===== config.mk =====
export PLATFORM = sky130hd
export DESIGN_NAME = debouncer_bank_irq
export DESIGN_NICKNAME = d
export VERILOG_FILES = /design/src/rtl/debouncer_bank_irq.sv
export SDC_FILE = /design/constraint.sdc
export NUM_CORES = 1
export LEC_CHECK = 0
export ABC_CLOCK_PERIOD_IN_PS = 2300
export BUFFER_PORTS_ARGS = -buffer_cell sky130_fd_sc_hd__clkbuf_2
export CAP_MARGIN = 25
export CORE_MARGIN = 3
export CORE_UTILIZATION = 53
export DETAILED_ROUTE_END_ITERATION = 7
export GPL_ROUTABILITY_DRIVEN = 0
export PLACE_DENSITY_LB_ADDON = 0.05
export SYNTH_ARGS = -nofsm -noshare
export SYNTH_HDL_FRONTEND = slang
export SYNTH_SLANG_ARGS = --single-unit

===== constraint.sdc =====
create_clock -name clock -period 2.3 [get_ports clock]
set_input_delay 0.115 -clock clock [delete_from_list [all_inputs] [get_ports clock]]
set_output_delay 0.115 -clock clock [all_outputs]
set_load 0.02 [all_outputs]

===== src/rtl/debouncer_bank_irq.sv =====
// Bank of active-low button debouncers with sticky press/release interrupt flags.
// Define LONG_PRESS_IRQ_EN to add per-channel long-press detection and flags.
module debouncer_bank_irq #(
   parameter int NR_OF_CHANNELS   = 8,
   parameter int FILTER_DEPTH     = 4,
   parameter int LONG_PRESS_TICKS = 500
) (
   input  logic                      clock,
   input  logic                      reset,
   input  logic [NR_OF_CHANNELS-1:0] nButtonIn,
   input  logic                      scanTick,
   input  logic [NR_OF_CHANNELS-1:0] enablePressIrq,
   input  logic [NR_OF_CHANNELS-1:0] enableReleaseIrq,
   input  logic [NR_OF_CHANNELS-1:0] clearPressIrq,
   input  logic [NR_OF_CHANNELS-1:0] clearReleaseIrq,
   output logic [NR_OF_CHANNELS-1:0] pressIrq,
   output logic [NR_OF_CHANNELS-1:0] releaseIrq,
   output logic [NR_OF_CHANNELS-1:0] currentState,
`ifdef LONG_PRESS_IRQ_EN
   input  logic [NR_OF_CHANNELS-1:0] enableLongPressIrq,
   input  logic [NR_OF_CHANNELS-1:0] clearLongPressIrq,
   output logic [NR_OF_CHANNELS-1:0] longPressIrq,
`endif
   output logic                      irq
);

   localparam int N  = NR_OF_CHANNELS;
   localparam int CW = $clog2(FILTER_DEPTH + 1);
   localparam logic [CW-1:0] CMAX = CW'(FILTER_DEPTH - 1);

   logic [N-1:0]  sync1_q, sync2_q;
   logic [N-1:0]  state_q, state_d;
   logic [CW-1:0] cnt_q [N];
   logic [CW-1:0] cnt_d [N];
   logic [N-1:0]  flip;
   logic [N-1:0]  press_q, press_d;
   logic [N-1:0]  rel_q, rel_d;
   logic [N-1:0]  flags;
   logic          irq_q;

   // Integrating filter: only ticks move the counter, a matching sample resets it.
   always_comb begin
      flip = '0;
      for (int i = 0; i < N; i++) begin
         cnt_d[i] = cnt_q[i];
         if (scanTick) begin
            if (sync2_q[i] == state_q[i]) begin
               cnt_d[i] = '0;
            end else if (cnt_q[i] == CMAX) begin
               flip[i]  = 1'b1;
               cnt_d[i] = '0;
            end else begin
               cnt_d[i] = cnt_q[i] + CW'(1);
            end
         end
      end
   end

   assign state_d = state_q ^ flip;
   assign press_d = (flip & ~state_q & enablePressIrq)
                  | (press_q & ~clearPressIrq);
   assign rel_d   = (flip & state_q & enableReleaseIrq)
                  | (rel_q & ~clearReleaseIrq);

   always_ff @(posedge clock or posedge reset) begin
      if (reset) begin
         sync1_q <= '0;
         sync2_q <= '0;
         state_q <= '0;
         press_q <= '0;
         rel_q   <= '0;
         irq_q   <= 1'b0;
         for (int i = 0; i < N; i++) cnt_q[i] <= '0;
      end else begin
         sync1_q <= ~nButtonIn;
         sync2_q <= sync1_q;
         state_q <= state_d;
         press_q <= press_d;
         rel_q   <= rel_d;
         irq_q   <= |flags;
         for (int i = 0; i < N; i++) cnt_q[i] <= cnt_d[i];
      end
   end

`ifdef LONG_PRESS_IRQ_EN
   localparam int LW = $clog2(LONG_PRESS_TICKS + 1);
   localparam logic [LW-1:0] LMAX = LW'(LONG_PRESS_TICKS);
   localparam logic [LW-1:0] LPRE = LW'(LONG_PRESS_TICKS - 1);

   logic [LW-1:0] hold_q [N];
   logic [LW-1:0] hold_d [N];
   logic [N-1:0]  long_ev;
   logic [N-1:0]  long_q, long_d;

   // Hold counter saturates at the threshold so each press fires once.
   always_comb begin
      long_ev = '0;
      for (int i = 0; i < N; i++) begin
         hold_d[i] = hold_q[i];
         if (!state_q[i]) begin
            hold_d[i] = '0;
         end else if (scanTick && hold_q[i] != LMAX) begin
            hold_d[i]  = hold_q[i] + LW'(1);
            long_ev[i] = (hold_q[i] == LPRE);
         end
      end
   end

   assign long_d = (long_ev & enableLongPressIrq)
                 | (long_q & ~clearLongPressIrq);

   always_ff @(posedge clock or posedge reset) begin
      if (reset) begin
         long_q <= '0;
         for (int i = 0; i < N; i++) hold_q[i] <= '0;
      end else begin
         long_q <= long_d;
         for (int i = 0; i < N; i++) hold_q[i] <= hold_d[i];
      end
   end

   assign longPressIrq = long_q;
   assign flags        = press_q | rel_q | long_q;
`else
   assign flags        = press_q | rel_q;
`endif

   assign pressIrq     = press_q;
   assign releaseIrq   = rel_q;
   assign currentState = state_q;
   assign irq          = irq_q;

endmodule


Word level (Yosys, flattened, before mapping)
Index checks and enable logic that the tools add are counted.
{"block": "op_classes", "add_sub_neg": 8, "eq_ne": 16, "n_mux": 40, "bitwise_logic": 14, "reduce_logical": 1}
{"cell": "8-bit AND", "n": 6}
{"cell": "3-bit 2-to-1 mux", "n": 16}
{"cell": "8-bit NOT", "n": 4}
{"cell": "3-bit by 1-bit adder with 3-bit output (second input constant)", "n": 8}
{"cell": "3-bit by 2-bit equality test with 1-bit output (second input constant)", "n": 8}
{"cell": "1-bit 2-to-1 mux", "n": 24}
{"cell": "8-bit bitwise OR", "n": 3}
{"cell": "1-bit equality test", "n": 8}
{"cell": "8-bit OR reduction", "n": 1}
{"cell": "8-bit bitwise XOR", "n": 1}
{"block": "totals", "regBits": 65, "in_bits": 43, "output_inout_bits": 25, "word_cells": 93}

Depth between registers and ports, before layout
{"block": "depth", "depth_word": 7, "depth_mapped": 6, "depth_no_buf": 6}

Least setup slack after synthesis
Ideal clock, no wire load.
{"block": "synth_path", "path_kind": "register -> register", "start": "register state_q[4], in the netlist currentState[4]", "end": "register rel_q[4], in the netlist releaseIrq[4]", "setup_ns": 0.126, "arrival_ns": 1.278, "t_required_ns": 2.174, "setup_slack_ns": 0.896, "path_stages_with_launch": 6, "path_buffers": 0, "period_less_slack_ns": 1.404, "path_cell_list": "dfrtp_1 > xnor2_1 > and3b_1 > ha_1 > nand2_1 > o21ai_0"}
{"block": "synth_via", "elab_chain_len": 6}
{"item": "start: declaration", "line_no": "32", "text": "logic [N-1:0] state_q, state_d;"}
{"item": "start signal: assignment", "line_no": "77", "text": "state_q <= state_d;"}
{"item": "1-bit equality test", "line_no": "47", "text": "if (sync2_q[i] == state_q[i]) begin"}
{"item": "1-bit 2-to-1 mux", "line_no": "47"}
{"item": "1-bit 2-to-1 mux", "line_no": "46", "text": "if (scanTick) begin"}
{"item": "8-bit AND * (2 in series)", "line_no": "62", "text": "assign rel_d = (flip & state_q & enableReleaseIrq)"}
{"item": "8-bit bitwise OR *", "line_no": "63", "text": "| (rel_q & ~clearReleaseIrq);"}
{"item": "net rel_d[4]", "line_no": "37", "text": "logic [N-1:0] rel_q, rel_d;"}
{"item": "end signal: assignment", "line_no": "79", "text": "rel_q <= rel_d;"}
{"item": "end: declaration", "line_no": "37"}
The timed path passes the listed nets; every way through them passes the cells marked *.
A chain may end at the register's enable or synchronous reset.

Worst setup path after layout
{"block": "layout_path", "start": "register cnt_q[6] in the netlist's numbering", "end": "register rel_q[5], in the netlist releaseIrq[5]"}
{"block": "layout_via", "elab_chain_len": 7}
{"item": "start: declaration", "line_no": "33", "text": "logic [CW-1:0] cnt_q [N];"}
{"item": "3-bit by 2-bit equality test with 1-bit output", "line_no": "49", "text": "end else if (cnt_q[i] == CMAX) begin"}
{"item": "1-bit 2-to-1 mux", "line_no": "49"}
{"item": "1-bit 2-to-1 mux", "line_no": "47"}
{"item": "1-bit 2-to-1 mux", "line_no": "46"}
{"item": "8-bit AND (2 in series)", "line_no": "62"}
{"item": "8-bit bitwise OR", "line_no": "63"}
{"item": "net rel_d[5]", "line_no": "37"}
The timed path passes the listed nets, and every way through them passes these cells.

==> impl_metrics.yaml <==
sta:
  grt_setup_unrepaired: "no"
  finalClockSkew_ns: 0.00694
  fin_crit_ns: 2.02
  slew_viol_final: 0
  timing.slew.headroom_pct: 48.0
  finalSetupTns_ns: 0
  layout_worst_path_cycle_share_pct: 88.0
  hold_violations: 0
  fmax_mhz: 494
  worst_pin_slew_ns: 0.781
  setup_viol: 0
  setup_ws_ns: 0.275
synth:
  synth.avg_cell_area_um2: 10.9
  async_flop_share_pct: 100
  ys_ff_latch: 65
  post-synth-top-count-cell: "dfrtp_1"
  synth_cell_types: 22
  syn_nets: 335
  yosysWarnings: 0
  synth_top_cell_by_area: "dfrtp_1"
  syn_inst: 268
  synth_edf_count: 0
  synth_commonest_cells: "65 x dfrtp_1, 57 x inv_1, 24 x ha_1, 24 x nand2_1, 21 x nand2b_1"
  synth.area.top_cells: "dfrtp_1 56%, ha_1 10%, inv_1 7.3%, nand2b_1 4.5%, nand2_1 3.1%"
  syn_area_um2: 2920
  synth_top_cell_area_share_pct: 55.7
  ys_seq_area_share_pct: 55.7
  synth-main-ff-cell: "dfrtp_1"
run_status:
  status: "finished, final reports clean"
power:
  seq_power_share_pct: 46.6
  switching_share_pct: 33.3
  power_w: 0.00354
  pwr_density_cell_nw_per_um2: 905
  internal-power_w: 0.00236
  netSwitchingPower_w: 0.00118
  comb_power_share_pct: 29.2
  peakVddDrop_uv: 624
  power_frac_clock_pct: 24.2
  p_leak_nw: 2.06
clocking:
  clkSinkCount: 65
  clk_pin_slew_ns: 0.07
  cts_tree: "yes"
  cts-root-buf: "clkbuf_8"
  numCtsBuffers: 9
  cts.path.max_buffers: 2
  clock_latency_ns: 0.34
  cts_max_level: 3
setup_path:
  worst_setup_path_end_kind: "register"
  crit_path_start_kind: "register"
  crit_top_cell: "ha_1"
  critPathMaxStageDelay_ns: 0.56
  critPathSlowestCell: "dlygate4sd3_1"
  cp.required_ns: 2.52
  cp.arrival_ns: 2.25
  crit_fanout: 3
  critPathKind: "reg2reg"
  crit_chain: "ha_1 > and2b_2 > and3b_2 > ha_1 > nand2_1 > o21ai_0 > dlygate4sd3_1"
grt:
  grt_pass1_vias: 2295
  track_usage_pct: 21.0
  grt_max_degree: 66
  grt.overflow.total: 0
  antenna_found_initial: 0
  grt_pass1_wl_um: 10200
flow_run:
  cap_violations: 0
drt:
  drtPass1Iterations: 4
  num_vias: 2162
  drt.antenna.violating_nets: 0
  drc_errors: 0
  routedWlPerCell_um: 12.7
  drtIter0Drc: 116
  via_per_inst: 4.72
  wirelength_um: 5810
layout:
  antenna-diode-count: 0
  fin_cells: 458
  layout-drive-gt1-share_pct: 23.7
  final_net_count: 450
  area_growth_pct: 33.8
  fin_util_pct: 75.1
placement:
  hpwl_um: 3720
  dpl.cell_count: 402
  dp_slack_ns: 0.810
  port_buffers: 67
floorplan:
  initial_core_util_pct: 56.1
  core_area_um2: 5200
  die_w_um: 80.2
  die_y_um: 80.2
  rows: 26
  die_area_um2: 6440
  io_pins: 68
worst_hold_path:
  hold_path.class: "in2reg"
## critical path, delay by kind of cell (launching register included)
family / cells / cell delay (ns)
simple gates: 3 / 0.48
fa+ha+maj: 2 / 0.40
compound gates: 1 / 0.08
flops: 1 / 0.40
buf+inv: 1 / 0.56
## metal layers
layer / wire (um) / vias up / global-route usage [%]
li1: - / 1092 / -
met1: 2510 / 1017 / 24.7
met2: 2940 / 45 / 36.5
met3: 261 / 8 / 4.04
met4: 102 / 0 / 10.6
met5: 0 / - / 0
## repair_timing
action | in CTS | in global routing
hold buffers | 40 | 0
gates resized for setup | 0 | 0
setup endpoints to repair | 0 | 0
hold endpoints to repair | 89 | 0
setup buffers | 0 | 0
## kinds of logic (layout without fill, tap and decap cells)
family / count (synthesis) / after routing / share of synthesized area, %
simple gates: 69 / 69 / 13.9
flops: 65 / 65 / 55.7
buf+inv: 62 / 182 / 8.56
compound gates: 40 / 40 / 9.17
fa+ha+maj: 24 / 24 / 10.3
xor+xnor: 8 / 8 / 2.40
## power groups by stage
| stage | Clock (W) | Sequential [W] | Combinational, W |
|---|---|---|---|
| floorplan | 0 | 0.00172 | 0.000636 |
| global placement | 0 | 0.00165 | 0.000944 |
| detailed placement | 0 | 0.00166 | 0.000992 |
| CTS | 0.000877 | 0.00165 | 0.00105 |
| global route | 0.000932 | 0.00169 | 0.00118 |
| finish | 0.000858 | 0.00165 | 0.00103 |
## per-stage QoR
step                hold WS (ns)  instance area, um2
global route              0.0210                3910
detailed placement         0.197                3340
CTS                       0.0195                3910
finish                    0.0318                3910
floorplan                  0.174                2920
global placement           0.192                3340
## placed cells by master (no fill, tap or decap)
master / n
and2b_2: 3
and3b_1: 5
and3b_2: 3
buf_12: 1
buf_4: 1
clkbuf_1: 2
clkbuf_2: 67
clkbuf_8: 11
clkinv_2: 3
dfrtp_1: 65
dlygate4sd3_1: 40
ha_1: 24
inv_1: 56
inv_2: 1
nand2_1: 24
nand2b_1: 21
nand4_1: 1
nor2b_1: 5
nor4_1: 4
o21ai_0: 16
o22ai_1: 11
o31ai_1: 8
o32ai_1: 3
o32ai_2: 2
or2b_1: 3
xnor2_1: 8
## cell type report
class,instances,area (um2)
flip-flops and latches,65,1630
fillers,359,1290
multi-input cells,141,1040
repair buffers,109,763
inverters,57,214
clock buffers,13,159
well taps,70,87.6
clock inverters,3,15.0
## path summary, 6_finish.rpt
check	start	endpoint	slack, ns	cells after the start
max reg2reg	cnt_q[6]	releaseIrq[5]	0.28	7
min	enablePressIrq[6]	pressIrq[6]	0.03	3
min reg2reg	sync1_q[1]	sync2_q[1]	0.35	0
max	cnt_q[6]	releaseIrq[5]	0.28	7
min in group asynchronous	reset	cnt_q[5]	0.37	4
max in group asynchronous	reset	sync2_q[2]	1.66	4
## state kept, by name, indices dropped and copies added (netlist names)
name,cells
cnt_q,24
currentState,8
irq,1
pressIrq,8
releaseIrq,8
sync1_q,8
sync2_q,8
Note: power is estimated with default switching activity, not from simulation.
